File: src/rtl/multicycle_ctrl.sv
// Multicycle MIPS-style control FSM with a memory-wait timeout and an absorbing fault state.
// Optional performance counters are built only when MULTICYCLE_CTRL_PERF_EN is defined.
module multicycle_ctrl #(
  parameter int unsigned WAIT_MAX = 15
) (
  input  logic        clk,
  input  logic        reset,
  input  logic [5:0]  opcode,
  input  logic        zero,
  input  logic        mem_ready,
  output logic        pc_write,
  output logic        ir_write,
  output logic        iord,
  output logic        mem_read,
  output logic        mem_write,
  output logic        reg_write,
  output logic        reg_dst,
  output logic        mem_to_reg,
  output logic        alu_src_a,
  output logic [1:0]  alu_src_b,
  output logic [1:0]  alu_op,
  output logic [1:0]  pc_src,
  output logic [3:0]  state,
  output logic        fault,
  output logic [31:0] cycle_cnt,
  output logic [31:0] retire_cnt
);

  localparam int unsigned WaitW = (WAIT_MAX > 15) ? $clog2(WAIT_MAX + 1) : 4;
  localparam logic [WaitW-1:0] WaitMaxC = WaitW'(WAIT_MAX);

  localparam logic [5:0] OpRtype = 6'd0;
  localparam logic [5:0] OpLw    = 6'd35;
  localparam logic [5:0] OpSw    = 6'd43;
  localparam logic [5:0] OpBeq   = 6'd4;
  localparam logic [5:0] OpBne   = 6'd5;
  localparam logic [5:0] OpAddi  = 6'd8;
  localparam logic [5:0] OpJ     = 6'd2;

  typedef enum logic [3:0] {
    StFetch  = 4'd0,
    StDecode = 4'd1,
    StMemAdr = 4'd2,
    StMemRd  = 4'd3,
    StMemWb  = 4'd4,
    StMemWr  = 4'd5,
    StExec   = 4'd6,
    StAluWb  = 4'd7,
    StBranch = 4'd8,
    StAddiEx = 4'd9,
    StAddiWb = 4'd10,
    StJump   = 4'd11,
    StFault  = 4'd15
  } state_e;

  state_e           state_q, state_d;
  logic [WaitW-1:0] wait_q, wait_d;
  logic             timeout;

  always_ff @(posedge clk or posedge reset) begin
    if (reset) begin
      state_q <= StFetch;
      wait_q  <= '0;
    end else begin
      state_q <= state_d;
      wait_q  <= wait_d;
    end
  end

  // Only meaningful in the memory-wait states; completion (mem_ready) always wins.
  assign timeout = (WAIT_MAX != 0) && (wait_q == WaitMaxC) && !mem_ready;

  always_comb begin
    state_d = state_q;
    unique case (state_q)
      StFetch: begin
        if (mem_ready)    state_d = StDecode;
        else if (timeout) state_d = StFault;
      end
      StDecode: begin
        case (opcode)
          OpRtype:      state_d = StExec;
          OpLw, OpSw:   state_d = StMemAdr;
          OpBeq, OpBne: state_d = StBranch;
          OpAddi:       state_d = StAddiEx;
          OpJ:          state_d = StJump;
          default:      state_d = StFault;
        endcase
      end
      StMemAdr: state_d = (opcode == OpLw) ? StMemRd : StMemWr;
      StMemRd: begin
        if (mem_ready)    state_d = StMemWb;
        else if (timeout) state_d = StFault;
      end
      StMemWb: state_d = StFetch;
      StMemWr: begin
        if (mem_ready)    state_d = StFetch;
        else if (timeout) state_d = StFault;
      end
      StExec:   state_d = StAluWb;
      StAluWb:  state_d = StFetch;
      StBranch: state_d = StFetch;
      StAddiEx: state_d = StAddiWb;
      StAddiWb: state_d = StFetch;
      StJump:   state_d = StFetch;
      StFault:  state_d = StFault;
      default:  state_d = StFault;
    endcase
  end

  // Counter restarts whenever the state changes, so each wait state sees a fresh count.
  always_comb begin
    wait_d = wait_q;
    if (state_d != state_q) begin
      wait_d = '0;
    end else if (!mem_ready) begin
      wait_d = wait_q + WaitW'(1);
    end
  end

  always_comb begin
    pc_write   = 1'b0;
    ir_write   = 1'b0;
    iord       = 1'b0;
    mem_read   = 1'b0;
    mem_write  = 1'b0;
    reg_write  = 1'b0;
    reg_dst    = 1'b0;
    mem_to_reg = 1'b0;
    alu_src_a  = 1'b0;
    alu_src_b  = 2'b00;
    alu_op     = 2'b00;
    pc_src     = 2'b00;
    unique case (state_q)
      StFetch: begin
        mem_read  = 1'b1;
        alu_src_b = 2'b01;
        pc_write  = mem_ready;
        ir_write  = mem_ready;
      end
      StDecode: alu_src_b = 2'b11;
      StMemAdr: begin
        alu_src_a = 1'b1;
        alu_src_b = 2'b10;
      end
      StMemRd: begin
        mem_read = 1'b1;
        iord     = 1'b1;
      end
      StMemWb: begin
        reg_write  = 1'b1;
        mem_to_reg = 1'b1;
      end
      StMemWr: begin
        mem_write = 1'b1;
        iord      = 1'b1;
      end
      StExec: begin
        alu_src_a = 1'b1;
        alu_op    = 2'b10;
      end
      StAluWb: begin
        reg_write = 1'b1;
        reg_dst   = 1'b1;
      end
      StBranch: begin
        alu_src_a = 1'b1;
        alu_op    = 2'b01;
        pc_src    = 2'b01;
        pc_write  = ((opcode == OpBeq) && zero) || ((opcode == OpBne) && !zero);
      end
      StAddiEx: begin
        alu_src_a = 1'b1;
        alu_src_b = 2'b10;
      end
      StAddiWb: reg_write = 1'b1;
      StJump: begin
        pc_write = 1'b1;
        pc_src   = 2'b10;
      end
      default: ;
    endcase
    // The async reset already forces FETCH; the strobes must also be quiet while it is held.
    if (reset) begin
      pc_write = 1'b0;
      ir_write = 1'b0;
    end
  end

  always_comb begin
    assert (!(mem_read && mem_write));
  end

  assign state = state_q;
  assign fault = (state_q == StFault);

`ifdef MULTICYCLE_CTRL_PERF_EN
  logic [31:0] cycle_q, retire_q;
  logic        retire;

  assign retire = (state_q == StMemWb) || (state_q == StAluWb) || (state_q == StBranch) ||
                  (state_q == StAddiWb) || (state_q == StJump) ||
                  ((state_q == StMemWr) && mem_ready);

  always_ff @(posedge clk or posedge reset) begin
    if (reset) begin
      cycle_q  <= '0;
      retire_q <= '0;
    end else begin
      if (state_q != StFault) cycle_q <= cycle_q + 32'd1;
      if (retire)             retire_q <= retire_q + 32'd1;
    end
  end

  assign cycle_cnt  = cycle_q;
  assign retire_cnt = retire_q;
`else
  assign cycle_cnt  = '0;
  assign retire_cnt = '0;
`endif

endmodule

File: config.mk
export PLATFORM = sky130hd
export DESIGN_NAME = multicycle_ctrl
export DESIGN_NICKNAME = d
export VERILOG_FILES = /design/src/rtl/multicycle_ctrl.sv
export SDC_FILE = /design/constraint.sdc
export NUM_CORES = 1
export LEC_CHECK = 0
export ABC_AREA = 1
export CAP_MARGIN = 5
export CORE_MARGIN = 2
export CORE_UTILIZATION = 65
export CTS_CLUSTER_SIZE = 8
export DETAILED_ROUTE_END_ITERATION = 10
export DONT_BUFFER_PORTS = 1
export PLACE_DENSITY = 0.87
export SETUP_SLACK_MARGIN = 0.3
export SYNTH_ARGS = -nofsm -noshare
export SYNTH_HDL_FRONTEND = slang
export SYNTH_SLANG_ARGS = --single-unit
File: constraint.sdc
create_clock -name clk -period 2.6 [get_ports clk]
set_clock_uncertainty 0.1 [all_clocks]
set_input_delay 0.78 -clock clk [delete_from_list [all_inputs] [get_ports clk]]
set_output_delay 0.78 -clock clk [all_outputs]
set_load 0.03 [all_outputs]
==> run summary, run 1 <==
STA
-------------------------------------------------------------------------------------
RSZ-0062 raised after global routing                                             true
Post-route worst setup slack                                                 0.143 ns
Max Freq                                                                      407 MHz
Setup TNS                                                                        0 ns
Number of slew-limit violations in the final report                                 0
Min Tclk post-route                                                           2.46 ns
Final clock period utilization by the worst path                                0.945
Total of endpoints with negative setup slack in the final report                    0
Hold Vio Cnt, Final                                                                 0

SYNTH
-------------------------------------------------------------------------------------
Cell type contributing the most total cell area after synthesis                 buf_4
Average cell area after synthesis                                            6.17 µm²
Gate Count Post-Synth                                                             218
Proportion of synthesized chip area in sequential cells                         0.149
Synth warnings                                                                      0
Number of storage elements in the synthesis netlist                                 8
Cells taking the most area after synthesis                               buf_4 (36%), dfrtp_1 (15%), nand2_1 (11%)
Count of distinct cell types in the synthesized netlist                            18
Post-synthesis instance area                                                 1350 µm²
Area fraction of the dominant cell type after synthesis                         0.363

CLOCK NETWORK
-------------------------------------------------------------------------------------
Clock-pin slew of the registers on the worst-case setup and hold paths        0.06 ns
Maximum number of buffers from clock root to sink                                   2
Clock latency reported for the late side of the worst-skew pair               0.27 ns
H-tree depth                                                                        1
Clk Tree Root Cell                                                           clkbuf_4
Total clock buffers created by CTS                                                  3
CTS tree                                                                        built
Total number of clock tree sinks                                                    8

CELLS AND AREA
-------------------------------------------------------------------------------------
FF+latch area                                                                 204 µm²
Number of filler cells placed in the layout                                       168
Layout cell share with drive strength beyond 1                                  0.246
# nets final                                                                      244
Area Growth Syn to Fin                                                          2.33%
Summed area of non-filler cells in the final layout                          1380 µm²
Final antenna diode count                                                           0
Area occupied by multi-input gates                                            908 µm²

PLACEMENT
-------------------------------------------------------------------------------------
GP Congestion                                                                   0.885
Post-placement setup slack                                                   0.138 ns
Port bufs                                                                           0
Estimated wirelength of the detail-placed design                              2.14 mm
Placed inst area                                                             1250 µm²

PWR
-------------------------------------------------------------------------------------
Largest vdd supply drop                                                      0.573 mV
Static leakage power                                                         0.798 nW
Areal power density over the cells                                        1170 nW/µm²
Post-layout total power                                                       1.61 mW

WORST SETUP PATH
-------------------------------------------------------------------------------------
CP max-delay cell                                                             dfrtp_2
Family with the most delay on the worst path                               flip-flops
Number of buffer and inverter instances along the worst setup path                  2
Number of cells on the worst reg-to-reg path                                       14
Critical path arrival                                                         1.58 ns
CP Launch Point                                                              state[3]
Launch instance of the worst register-to-register path                       state[3]
Crit. path cell count                                                               6
Required arrival time at the worst endpoint                                   1.72 ns
Sort of element at the start of the critical path                                flop
Flop2flop setup slack                                                         0.53 ns
Slowest stage delay, CP                                                       0.56 ns
Worst setup path endpoint                                                    pc_write
Setup Crit Path Kind                                                     flop to primary output
Biggest fanout along the worst timing path                                          6
Capture point of the worst reg-to-reg path                                  wait_q[1]
Kind of end point of the critical path                                   primary output
List of cells traversed by the critical path                             inv_4 -> nor2_4 -> inv_4 -> nor2_4 -> nand3_2 -> a31oi_4

DETAILED ROUTING
-------------------------------------------------------------------------------------
Total via count in the routed design                                            1,190
WL/cell                                                                       10.4 µm
Number of DRC violations after detailed-routing iteration 0                        36
First drt pass iteration count                                                      4
Average vias per placed instance                                                 4.59
Post-detailed-route DRC marker count                                                0
Total Routed Length                                                           2.70 mm
Count of antenna-violating nets left after detailed routing                         0

FLOORPLANNING
-------------------------------------------------------------------------------------
Area of the core                                                             1960 µm²
Width of the chip                                                             49.5 µm
Initial Util                                                                    0.686
I/O pins                                                                           94
Number of standard-cell rows in the floorplan                                      16
Die Outline Area                                                             2450 µm²
DIE HEIGHT                                                                    49.5 µm

GRT
-------------------------------------------------------------------------------------
Fraction of met2 tracks used by global routing                                  0.374
Global-route wire length before repair                                        4.20 mm
Via count of the first global-routing pass                                      1,020
Number of antenna violations at the first check in global routing                   0
GR met1 Demand/Resource                                                         0.265
Met3 GRT Util                                                                  0.0212
Most Crowded Layer GR                                                            met2
Congestion Overflow GR                                                              0
Overall routing resource usage                                                  0.217
Maximum number of pins on one net before global-route repair                        9

STATUS
-------------------------------------------------------------------------------------
Run status                                                               finished clean

WORST HOLD PATH
-------------------------------------------------------------------------------------
Path class of the lowest-slack min-delay path                            input port to asynchronous set/reset pin

RUN
-------------------------------------------------------------------------------------
Max-capacitance violation count                                                     0

-- cell usage after synthesis --
cell type   n
a21oi_1     4
a31oi_1     1
buf_4      65
conb_1      1
dfrtp_1     8
ha_1        1
inv_1      23
inv_2       2
mux2i_1     1
nand2_1    38
nand2_2     3
nand3_1    19
nand3_2     2
nand4_1     4
nor2_1     33
nor2_2      4
o21ai_0     5
xor2_1      4
-- how the worst min path moves through the flow --
stage                   start         to  slack [ns]  cells after the start
global placement    wait_q[1]  wait_q[1]        0.46                      2
global route            reset   state[0]        0.29                      1
finish                  reset   state[0]        0.25                      1
floorplan           wait_q[1]  wait_q[1]        0.43                      2
CTS                     reset   state[0]        0.26                      1
detailed placement  wait_q[0]  wait_q[0]        0.47                      2
-- layout by cell type (no fill, tap or decap) --
master	n
nand3_2	4
dfrtp_1	5
nor2_1	23
clkinvlp_4	1
a21oi_1	4
nand4_1	4
buf_4	9
ha_1	1
nand3_1	17
a31oi_4	1
buf_6	3
inv_4	2
nor2_4	6
o21ai_1	1
conb_1	64
xor2_1	4
o21ai_2	1
nand2_4	1
nand2_2	10
dfrtp_2	3
clkbuf_4	3
inv_1	17
nand2_1	30
clkbuf_1	1
inv_2	5
mux2i_1	1
o21ai_0	3
nor2_2	8
-- registers in the layout, summed over array words and instances, names as in the netlist --
signal,flops
state,4
wait_q,4
-- stage by stage --
step | std cells | utilization | hold slack [ns]
6_report | 259 | 0.702 | 0.252
5_1_grt | 259 | 0.702 | 0.290
4_1_cts | 259 | 0.689 | 0.263
3_5_place_dp | 253 | 0.637 | 0.469
3_3_place_gp | 253 | 0.637 | 0.458
2_1_floorplan | 281 | - | 0.432
-- cell type report --
| type | count | area share |
|---|---|---|
| Multi-Input combinational cell | 183 | 0.660 |
| Sequential cell | 8 | 0.148 |
| Inverter | 25 | 0.0745 |
| Timing Repair Buffer | 12 | 0.0736 |
| Tap cell | 27 | 0.0245 |
| Clock buffer | 4 | 0.0191 |
-- report_power, final --
group	internal [mW]	switching, mW	total (mW)
clock	0.0591	0.0487	0.108
sequential	0.171	0.0933	0.264
combinational	0.338	0.904	1.24
-- worst reg2reg max path, stage by stage, from the launching register on --
cell,delay (ns)
dfrtp_2,0.56
inv_4,0.07
buf_4,0.15
nand2_2,0.11
nor2_2,0.06
buf_6,0.14
nor2_1,0.10
nand2_1,0.07
nor2_2,0.12
nand3_2,0.10
nand2_1,0.09
nand2_1,0.06
nor2_2,0.10
nand2_2,0.08
nor2_1,0.09
-- cells by family (layout without fill, tap and decap cells) --
family	count (synthesis)	in the layout	share of synthesized area
AOI/OAI and AO/OA	10	10	0.0381
xor gates and xnor gates	4	4	0.0260
adders and majority gates	1	1	0.00930
buffers and inverters	90	41	0.433
DFF	8	8	0.149
muxes	1	1	0.00744
other	1	64	0.00279
and+or+nand+nor	103	103	0.335
-- timing repair --
item / in CTS / in global routing
cloned: 0 / 0
pin swaps: 4 / 2
resized for setup: 24 / 8
setup endpoints to repair: 13 / 14
setup buffers: 2 / 0
hold buffers: 0 / 0
-- layer usage --
layer | wire length [µm] | vias up
met5 | 0 | -
met4 | 46 | 0
met3 | 262 | 6
met2 | 1320 | 85
met1 | 1070 | 527
li1 | - | 572
Power figures use the tool's default switching activity.
==> run 2, diff against run 1 <==
GPL_ROUTABILITY_DRIVEN = 0   (was not set)
==> results of run 2 <==
Final layout, timing and power as in run 1 (identical DEF).
